--- src/rtl/branch_predict_unit_pkg.sv ---
// Shared definitions for branch resolution: op encodings, default datapath
// width, the registered result record and the 2-bit counter step function.
package branch_predict_unit_pkg;

  // Default operand / PC width used by the predictor and the decoder.
  localparam int BPU_DATA_WIDTH = 32;

  // Branch op encodings as produced by the decoder.
  typedef enum logic [2:0] {
    OP_BEQ  = 3'b000,
    OP_BNE  = 3'b001,
    OP_JAL  = 3'b010,
    OP_RSVD = 3'b011,
    OP_BLT  = 3'b100,
    OP_BGE  = 3'b101,
    OP_BLTU = 3'b110,
    OP_BGEU = 3'b111
  } br_op_e;

  // Weakly not-taken: the state every BHT entry starts in.
  localparam logic [1:0] BHT_INIT = 2'b01;

  // Registered resolution result.
  typedef struct packed {
    logic valid;
    logic take;
    logic mispredict;
  } res_out_t;

  // True for ops that train the BHT (conditional branches only).
  function automatic logic is_conditional(input logic [2:0] op);
    return (op != OP_JAL) && (op != OP_RSVD);
  endfunction

  // Saturating 2-bit counter step: +1 when taken, -1 when not taken.
  function automatic logic [1:0] bht_step(input logic [1:0] cnt, input logic taken);
    logic [1:0] nxt;
    nxt = cnt;
    if (taken) begin
      if (cnt != 2'b11) nxt = cnt + 2'b01;
    end else begin
      if (cnt != 2'b00) nxt = cnt - 2'b01;
    end
    return nxt;
  endfunction

endpackage

--- src/rtl/branch_predict_unit_cond.sv ---
// Combinational branch condition evaluation for every branch op.
module branch_cond
  import branch_predict_unit_pkg::*;
#(
  parameter int DATA_WIDTH = BPU_DATA_WIDTH
) (
  input  logic [2:0]            i_op,
  input  logic [DATA_WIDTH-1:0] i_a,
  input  logic [DATA_WIDTH-1:0] i_b,
  output logic                  o_cond
);

  logic w_eq;
  logic w_lt_s;
  logic w_lt_u;

  assign w_eq   = (i_a == i_b);
  assign w_lt_s = ($signed(i_a) < $signed(i_b));
  assign w_lt_u = (i_a < i_b);

  // Select the compare result for the op; jumps are always taken and the
  // reserved encoding is never taken.
  always_comb begin
    o_cond = 1'b0;
    case (i_op)
      OP_BEQ:  o_cond = w_eq;
      OP_BNE:  o_cond = ~w_eq;
      OP_JAL:  o_cond = 1'b1;
      OP_BLT:  o_cond = w_lt_s;
      OP_BGE:  o_cond = ~w_lt_s;
      OP_BLTU: o_cond = w_lt_u;
      OP_BGEU: o_cond = ~w_lt_u;
      default: o_cond = 1'b0;
    endcase
  end

endmodule

--- src/rtl/branch_predict_unit.sv ---
// Branch predictor: a table of 2-bit saturating counters read combinationally
// at fetch and trained at resolution, plus the registered resolution result
// and branch / mispredict statistics.
module branch_predict_unit
  import branch_predict_unit_pkg::*;
#(
  parameter int DATA_WIDTH = BPU_DATA_WIDTH,
  parameter int BHT_DEPTH  = 64,
  parameter int INDEX_LSB  = 2,
  parameter int CNT_WIDTH  = 32
) (
  input  logic                  i_clk,
  input  logic                  i_rst,
  input  logic [DATA_WIDTH-1:0] i_pred_pc,
  output logic                  o_pred_taken,
  input  logic                  i_res_valid,
  input  logic                  i_res_branch,
  input  logic [2:0]            i_res_op,
  input  logic [DATA_WIDTH-1:0] i_res_pc,
  input  logic [DATA_WIDTH-1:0] i_res_a,
  input  logic [DATA_WIDTH-1:0] i_res_b,
  input  logic                  i_res_pred_taken,
  input  logic                  i_flush,
  output logic                  o_valid,
  output logic                  o_take,
  output logic                  o_mispredict,
  output logic [CNT_WIDTH-1:0]  o_branch_cnt,
  output logic [CNT_WIDTH-1:0]  o_mispred_cnt
);

  localparam int IDX_W = $clog2(BHT_DEPTH);

  // Counter table; the whole table must reset to weakly not-taken, so it is
  // held in flops rather than a RAM.
  logic [1:0] r_bht [BHT_DEPTH];

  logic [IDX_W-1:0]     w_pred_idx;
  logic [IDX_W-1:0]     w_res_idx;
  logic                 w_cond;
  logic                 w_outcome;
  logic                 w_accept;
  logic                 w_mispredict;
  logic                 w_bht_upd;
  logic [1:0]           w_bht_cur;
  logic [1:0]           w_bht_next;
  res_out_t             r_out;
  res_out_t             w_out_next;
  logic [CNT_WIDTH-1:0] r_branch_cnt;
  logic [CNT_WIDTH-1:0] r_mispred_cnt;

  assign w_pred_idx = i_pred_pc[INDEX_LSB +: IDX_W];
  assign w_res_idx  = i_res_pc[INDEX_LSB +: IDX_W];

  // Read the table before any same-cycle write lands, so a colliding update
  // is only visible from the next cycle on.
  assign o_pred_taken = r_bht[w_pred_idx][1];

  branch_cond #(
    .DATA_WIDTH(DATA_WIDTH)
  ) u_cond (
    .i_op  (i_res_op),
    .i_a   (i_res_a),
    .i_b   (i_res_b),
    .o_cond(w_cond)
  );

  // A non-branch instruction never counts as taken.
  assign w_outcome    = i_res_branch & w_cond;
  assign w_accept     = i_res_valid & ~i_flush;
  assign w_mispredict = w_outcome ^ i_res_pred_taken;

  // Only accepted conditional branches train the table.
  assign w_bht_upd  = w_accept & i_res_branch & is_conditional(i_res_op);
  assign w_bht_cur  = r_bht[w_res_idx];
  assign w_bht_next = bht_step(w_bht_cur, w_outcome);

  // Build the next registered result; rejected cycles produce all zeros.
  always_comb begin
    w_out_next = '0;
    if (w_accept) begin
      w_out_next.valid      = 1'b1;
      w_out_next.take       = w_outcome;
      w_out_next.mispredict = w_mispredict;
    end
  end

  // Table update: reset all entries to weakly not-taken, else train one entry.
  always_ff @(posedge i_clk) begin
    if (i_rst) begin
      for (int i = 0; i < BHT_DEPTH; i++) begin
        r_bht[i] <= BHT_INIT;
      end
    end else if (w_bht_upd) begin
      r_bht[w_res_idx] <= w_bht_next;
    end
  end

  // Registered resolution result with one-cycle latency.
  always_ff @(posedge i_clk) begin
    if (i_rst) begin
      r_out <= '0;
    end else begin
      r_out <= w_out_next;
    end
  end

  // Statistics counters; they wrap naturally at their width.
  always_ff @(posedge i_clk) begin
    if (i_rst) begin
      r_branch_cnt  <= '0;
      r_mispred_cnt <= '0;
    end else if (w_accept) begin
      if (i_res_branch) r_branch_cnt  <= r_branch_cnt + 1'b1;
      if (w_mispredict) r_mispred_cnt <= r_mispred_cnt + 1'b1;
    end
  end

  assign o_valid       = r_out.valid;
  assign o_take        = r_out.take;
  assign o_mispredict  = r_out.mispredict;
  assign o_branch_cnt  = r_branch_cnt;
  assign o_mispred_cnt = r_mispred_cnt;

endmodule

--- config.mk ---
export PLATFORM = sky130hd
export DESIGN_NAME = branch_predict_unit
export DESIGN_NICKNAME = d
export VERILOG_FILES = /design/src/rtl/branch_predict_unit_pkg.sv /design/src/rtl/branch_predict_unit_cond.sv /design/src/rtl/branch_predict_unit.sv
export SDC_FILE = /design/constraint.sdc
export NUM_CORES = 1
export LEC_CHECK = 0
export ABC_AREA = 1
export ABC_CLOCK_PERIOD_IN_PS = 3490
export CAP_MARGIN = 20
export CORE_MARGIN = 1.5
export CORE_UTILIZATION = 49
export CTS_CLUSTER_DIAMETER = 40
export CTS_CLUSTER_SIZE = 10
export DETAILED_ROUTE_END_ITERATION = 8
export PLACE_DENSITY = 0.75
export SETUP_SLACK_MARGIN = 0.4
export SLEW_MARGIN = 20
export SYNTH_ARGS = -nofsm -noshare
export SYNTH_HDL_FRONTEND = slang
export SYNTH_HIERARCHICAL = 1
export SYNTH_SLANG_ARGS = --single-unit
export TNS_END_PERCENT = 20
--- constraint.sdc ---
create_clock -name i_clk -period 3.49 [get_ports i_clk]
set_input_delay 0.349 -clock i_clk [delete_from_list [all_inputs] [get_ports i_clk]]
set_output_delay 0.349 -clock i_clk [all_outputs]
set_load 0.01 [all_outputs]
==> impl_metrics.csv <==
group,metric,value,unit
placement,dp_hpwl,22200,µm
clock_tree,cts-root-buf,"sky130_fd_sc_hd__clkbuf_16",
drt,dr.pass1.iters,5,
drt,drt-met1-wl,13300,µm
timing,max_slew.worst_pin.slew,0.644,ns
synthesis,synth_seq_cells,195,
hold_path,whs_path_depth,2,
flow_run,max_capacitance_violation_total,0,
die,die-area,25200,µm²
timing,timing.fmax,341,MHz
drt,met3RoutedLength,2640,µm
synthesis,synth_area_per_cell,7.09,µm²
timing,post-route-period-util,84.0,%
critical_path,start_kind,"input port",
global_routing,global_route.overflow_total,0,
drt,antenna_violating_nets_post_route,0,
pwr,power.share.sequential,47.6,%
critical_path,rr_worst_depth,8,
timing,period_needed,2.93,ns
synthesis,synth_nets,1848,
synthesis,synth.yosys.warnings,6,
timing,setup_tns,0,ns
drt,drt_drc_violations_left,0,
pwr,leakagePower,5.78,nW
timing,grt_setup_unrepaired,"false",
hold_path,min_path_type,"flop to flop",
finish,drive_gt1_share,7.54,%
finish,area_growth_syn_to_layout,23.1,%
pwr,intPower,3.80,mW
die,die_width,159,µm
critical_path,worstSetupEndpointType,"primary output",
die,die_h,159,µm
drt,routed_wire_length_per_instance,15.0,µm
timing,timing.final.max_slew_violations,0,
die,num_rows,56,
drt,routed_wirelength,32200,µm
critical_path,cp_top_family,"buffers and inverters",
critical_path,crit_path_max_fanout,12,
critical_path,arrival,2.58,ns
clock_tree,worstSkewPairLatency,0.44,ns
pwr,powerDensity,360,nW/µm²
synthesis,mappedNetlistArea,11900,µm²
critical_path,critical_path_data_required_time,3.14,ns
finish,fin_nets,1988,
pwr,power.ir.vdd_worst,0.324,mV
critical_path,slowest_delay,0.54,ns
timing,finalClockSkew,0.0148,ns
clock_tree,clock_buffer_depth,2,
global_routing,grt_pass1_vias,10400,
clock_tree,cts-htree-levels,4,
drt,route.met2.wl,15600,µm
pwr,net-switching-power,1.47,mW
critical_path,cp_cell_sequence,"clkdlybuf4s50_1 > buf_4 > inv_1 > o21ai_0 > o22ai_1 > o211ai_1 > nand3_1 > nand3b_1 > nand2_1 > clkdlybuf4s50_1",
clock_tree,cts_hold_buffers,0,
global_routing,antenna_violations_before_repair,0,
critical_path,crit_slowest_cell,"sky130_fd_sc_hd__clkdlybuf4s50_1",
critical_path,critical_path.most_common_cell,"sky130_fd_sc_hd__clkdlybuf4s50_1",
drt,top_signal_layer_used,"met4",
placement,gpl.final_weighted_congestion,0.893,
synthesis,synth_sequential_area_ratio,43.6,%
critical_path,critical_path_cell_count,10,
pwr,power.switching_fraction,27.9,%
finish,final_core_util,62.0,%
pwr,p_clk_share,37.7,%
synthesis,synthArstFlopShare,0,%
placement,portBuffers,152,
clock_tree,clkSinkCount,195,
critical_path,worst-setup-path-type,"input port to primary output",
status,result_of_the_run,"complete, no violations",
global_routing,grt_max_degree,74,
placement,dp_cell_count,2116,
global_routing,global_route_wire_length_before_repair,50700,µm
pwr,power.total,5.27,mW
drt,routed-via-count,11200,
finish,layout.cells.non_filler,2149,
timing,final_hold_viol_count,0,
clock_tree,clk_pin_slew,0.08,ns
global_routing,grt_usage,24.9,%
pwr,combinational_power_share,14.7,%
die,floorplan.core_area,23600,µm²
drt,routed_via_density,5.21,
critical_path,worst-path-buf-inv,4,
synthesis,synth_edf_count,128,
die,floorplan.initialDensity,50.3,%
finish,antenna_diode_count,0,
timing,slew_headroom,57.0,%
clock_tree,tritoncts.num_buffers,17,
clock_tree,cts_tree,"done",
drt,detail_route.iter0.violations,1109,
die,top_level_port_count,205,
synthesis,netlist_instances,1677,
timing,final-setup-viol-count,0,
synthesis,synth.lib_cells_used.distinct,41,
synthesis,postSynth.topFlopCell,"sky130_fd_sc_hd__edfxtp_1",
## stage by stage
| stage | cell area (µm²) | worst slack (ns) | hold slack [ns] |
|---|---|---|---|
| 6_report | 14600 | 0.558 | 0.485 |
| 5_1_grt | 14600 | 0.370 | 0.503 |
| 4_1_cts | 14300 | 0.484 | 0.487 |
| 3_5_place_dp | 13700 | 0.0350 | 0.473 |
| 3_3_place_gp | 13700 | 0.103 | 0.467 |
| 2_1_floorplan | 11900 | 0.772 | 0.488 |
## layer usage
layer  vias up  GRT usage [%]
met4         0           7.71
met2       489           42.5
met5         -              0
met3        61           4.49
met1      5074           31.9
li1       5573              -
## worst reg2reg max path, stage by stage (launching register included)
cell and delay (ns):
sky130_fd_sc_hd__dfxtp_1 0.45, sky130_fd_sc_hd__ha_1 0.24, sky130_fd_sc_hd__nand3_1 0.10, sky130_fd_sc_hd__nor2_2 0.21, sky130_fd_sc_hd__nand4_1 0.26, sky130_fd_sc_hd__nor4_2 0.47
sky130_fd_sc_hd__nand3_1 0.19, sky130_fd_sc_hd__o21ai_0 0.19, sky130_fd_sc_hd__nor2_1 0.05
## area by class of cell
| class | count | area, µm² |
|---|---|---|
| flip-flops and latches | 195 | 5180 |
| clock buffers | 18 | 439 |
| fillers | 2063 | 8980 |
| clock inverters | 14 | 146 |
| well taps | 319 | 399 |
| repair buffers | 180 | 1810 |
| multi-input cells | 1188 | 5780 |
| inverters | 235 | 882 |
## flip-flops by register name, summed over array words and instances (netlist names)
name           flops
r_bht            128
o_valid            1
o_branch_cnt      32
o_mispredict       1
o_mispred_cnt     32
o_take             1
## layout by cell type, fill, tap and decap left out, drive strengths merged
cell / n
nor2: 258
o21bai: 1
o22ai: 4
nor3b: 4
and3: 2
xor2: 14
buf: 29
clkbuf: 18
nor3: 37
clkinv: 2
nand3b: 3
clkdlybuf4s50: 149
a21o: 1
o211ai: 14
a21oi: 60
or2: 5
nand2: 577
dfxtp: 67
o221ai: 4
nand4: 18
o21ai: 68
nand3: 66
o31ai: 1
xnor2: 9
inv: 246
edfxtp: 128
nor4: 6
dlymetal6s2s: 2
ha: 34
o21a: 2
bufinv: 1
## timing repair
action                                  CTS  global route
endpoints found under the setup margin    0            11
resized for setup                         0            61
setup buffers                             0             1
## final timing paths
| kind | start | endpoint | slack [ns] |
|---|---|---|---|
| worst max-delay path | i_pred_pc[3] | o_pred_taken | 0.56 |
| worst min-delay path | o_mispred_cnt[12]$_SDFFE_PP0P_ | o_mispred_cnt[12]$_SDFFE_PP0P_ | 0.48 |
| worst max register to register | o_branch_cnt[0]$_SDFFE_PP0N_ | o_branch_cnt[28]$_SDFFE_PP0N_ | 1.22 |
| worst min register to register | o_mispred_cnt[12]$_SDFFE_PP0P_ | o_mispred_cnt[12]$_SDFFE_PP0P_ | 0.48 |
## power groups by stage
stage	logic, mW	clock network [mW]	registers, mW
CTS	0.725	1.99	2.51
global route	0.855	2.08	2.51
detailed placement	0.720	0	2.56
finish	0.776	1.98	2.51
global placement	0.707	0	2.56
floorplan	0.470	0	2.55
## cell usage after synthesis, types with 16 or more instances
library cell,count,area [µm²]
sky130_fd_sc_hd__a21oi_1,60,300
sky130_fd_sc_hd__buf_6,16,180
sky130_fd_sc_hd__clkbuf_1,28,105
sky130_fd_sc_hd__dfxtp_1,67,1340
sky130_fd_sc_hd__edfxtp_1,128,3840
sky130_fd_sc_hd__ha_1,34,425
sky130_fd_sc_hd__inv_1,231,867
sky130_fd_sc_hd__nand2_1,573,2150
sky130_fd_sc_hd__nand3_1,63,315
sky130_fd_sc_hd__nand4_1,18,113
sky130_fd_sc_hd__nor2_1,247,927
sky130_fd_sc_hd__nor3_1,37,185
sky130_fd_sc_hd__o21ai_0,62,310
## logic make-up after synthesis
kind of cell,after synthesis,synth area share (%)
and+or+nand+nor,976,33.4
buffers and inverters,294,10.5
DFF,195,43.6
AOI/OAI and AO/OA,155,7.14
adders and majority gates,34,3.58
xor gates and xnor gates,23,1.70
Power figures use the tool's default switching activity.
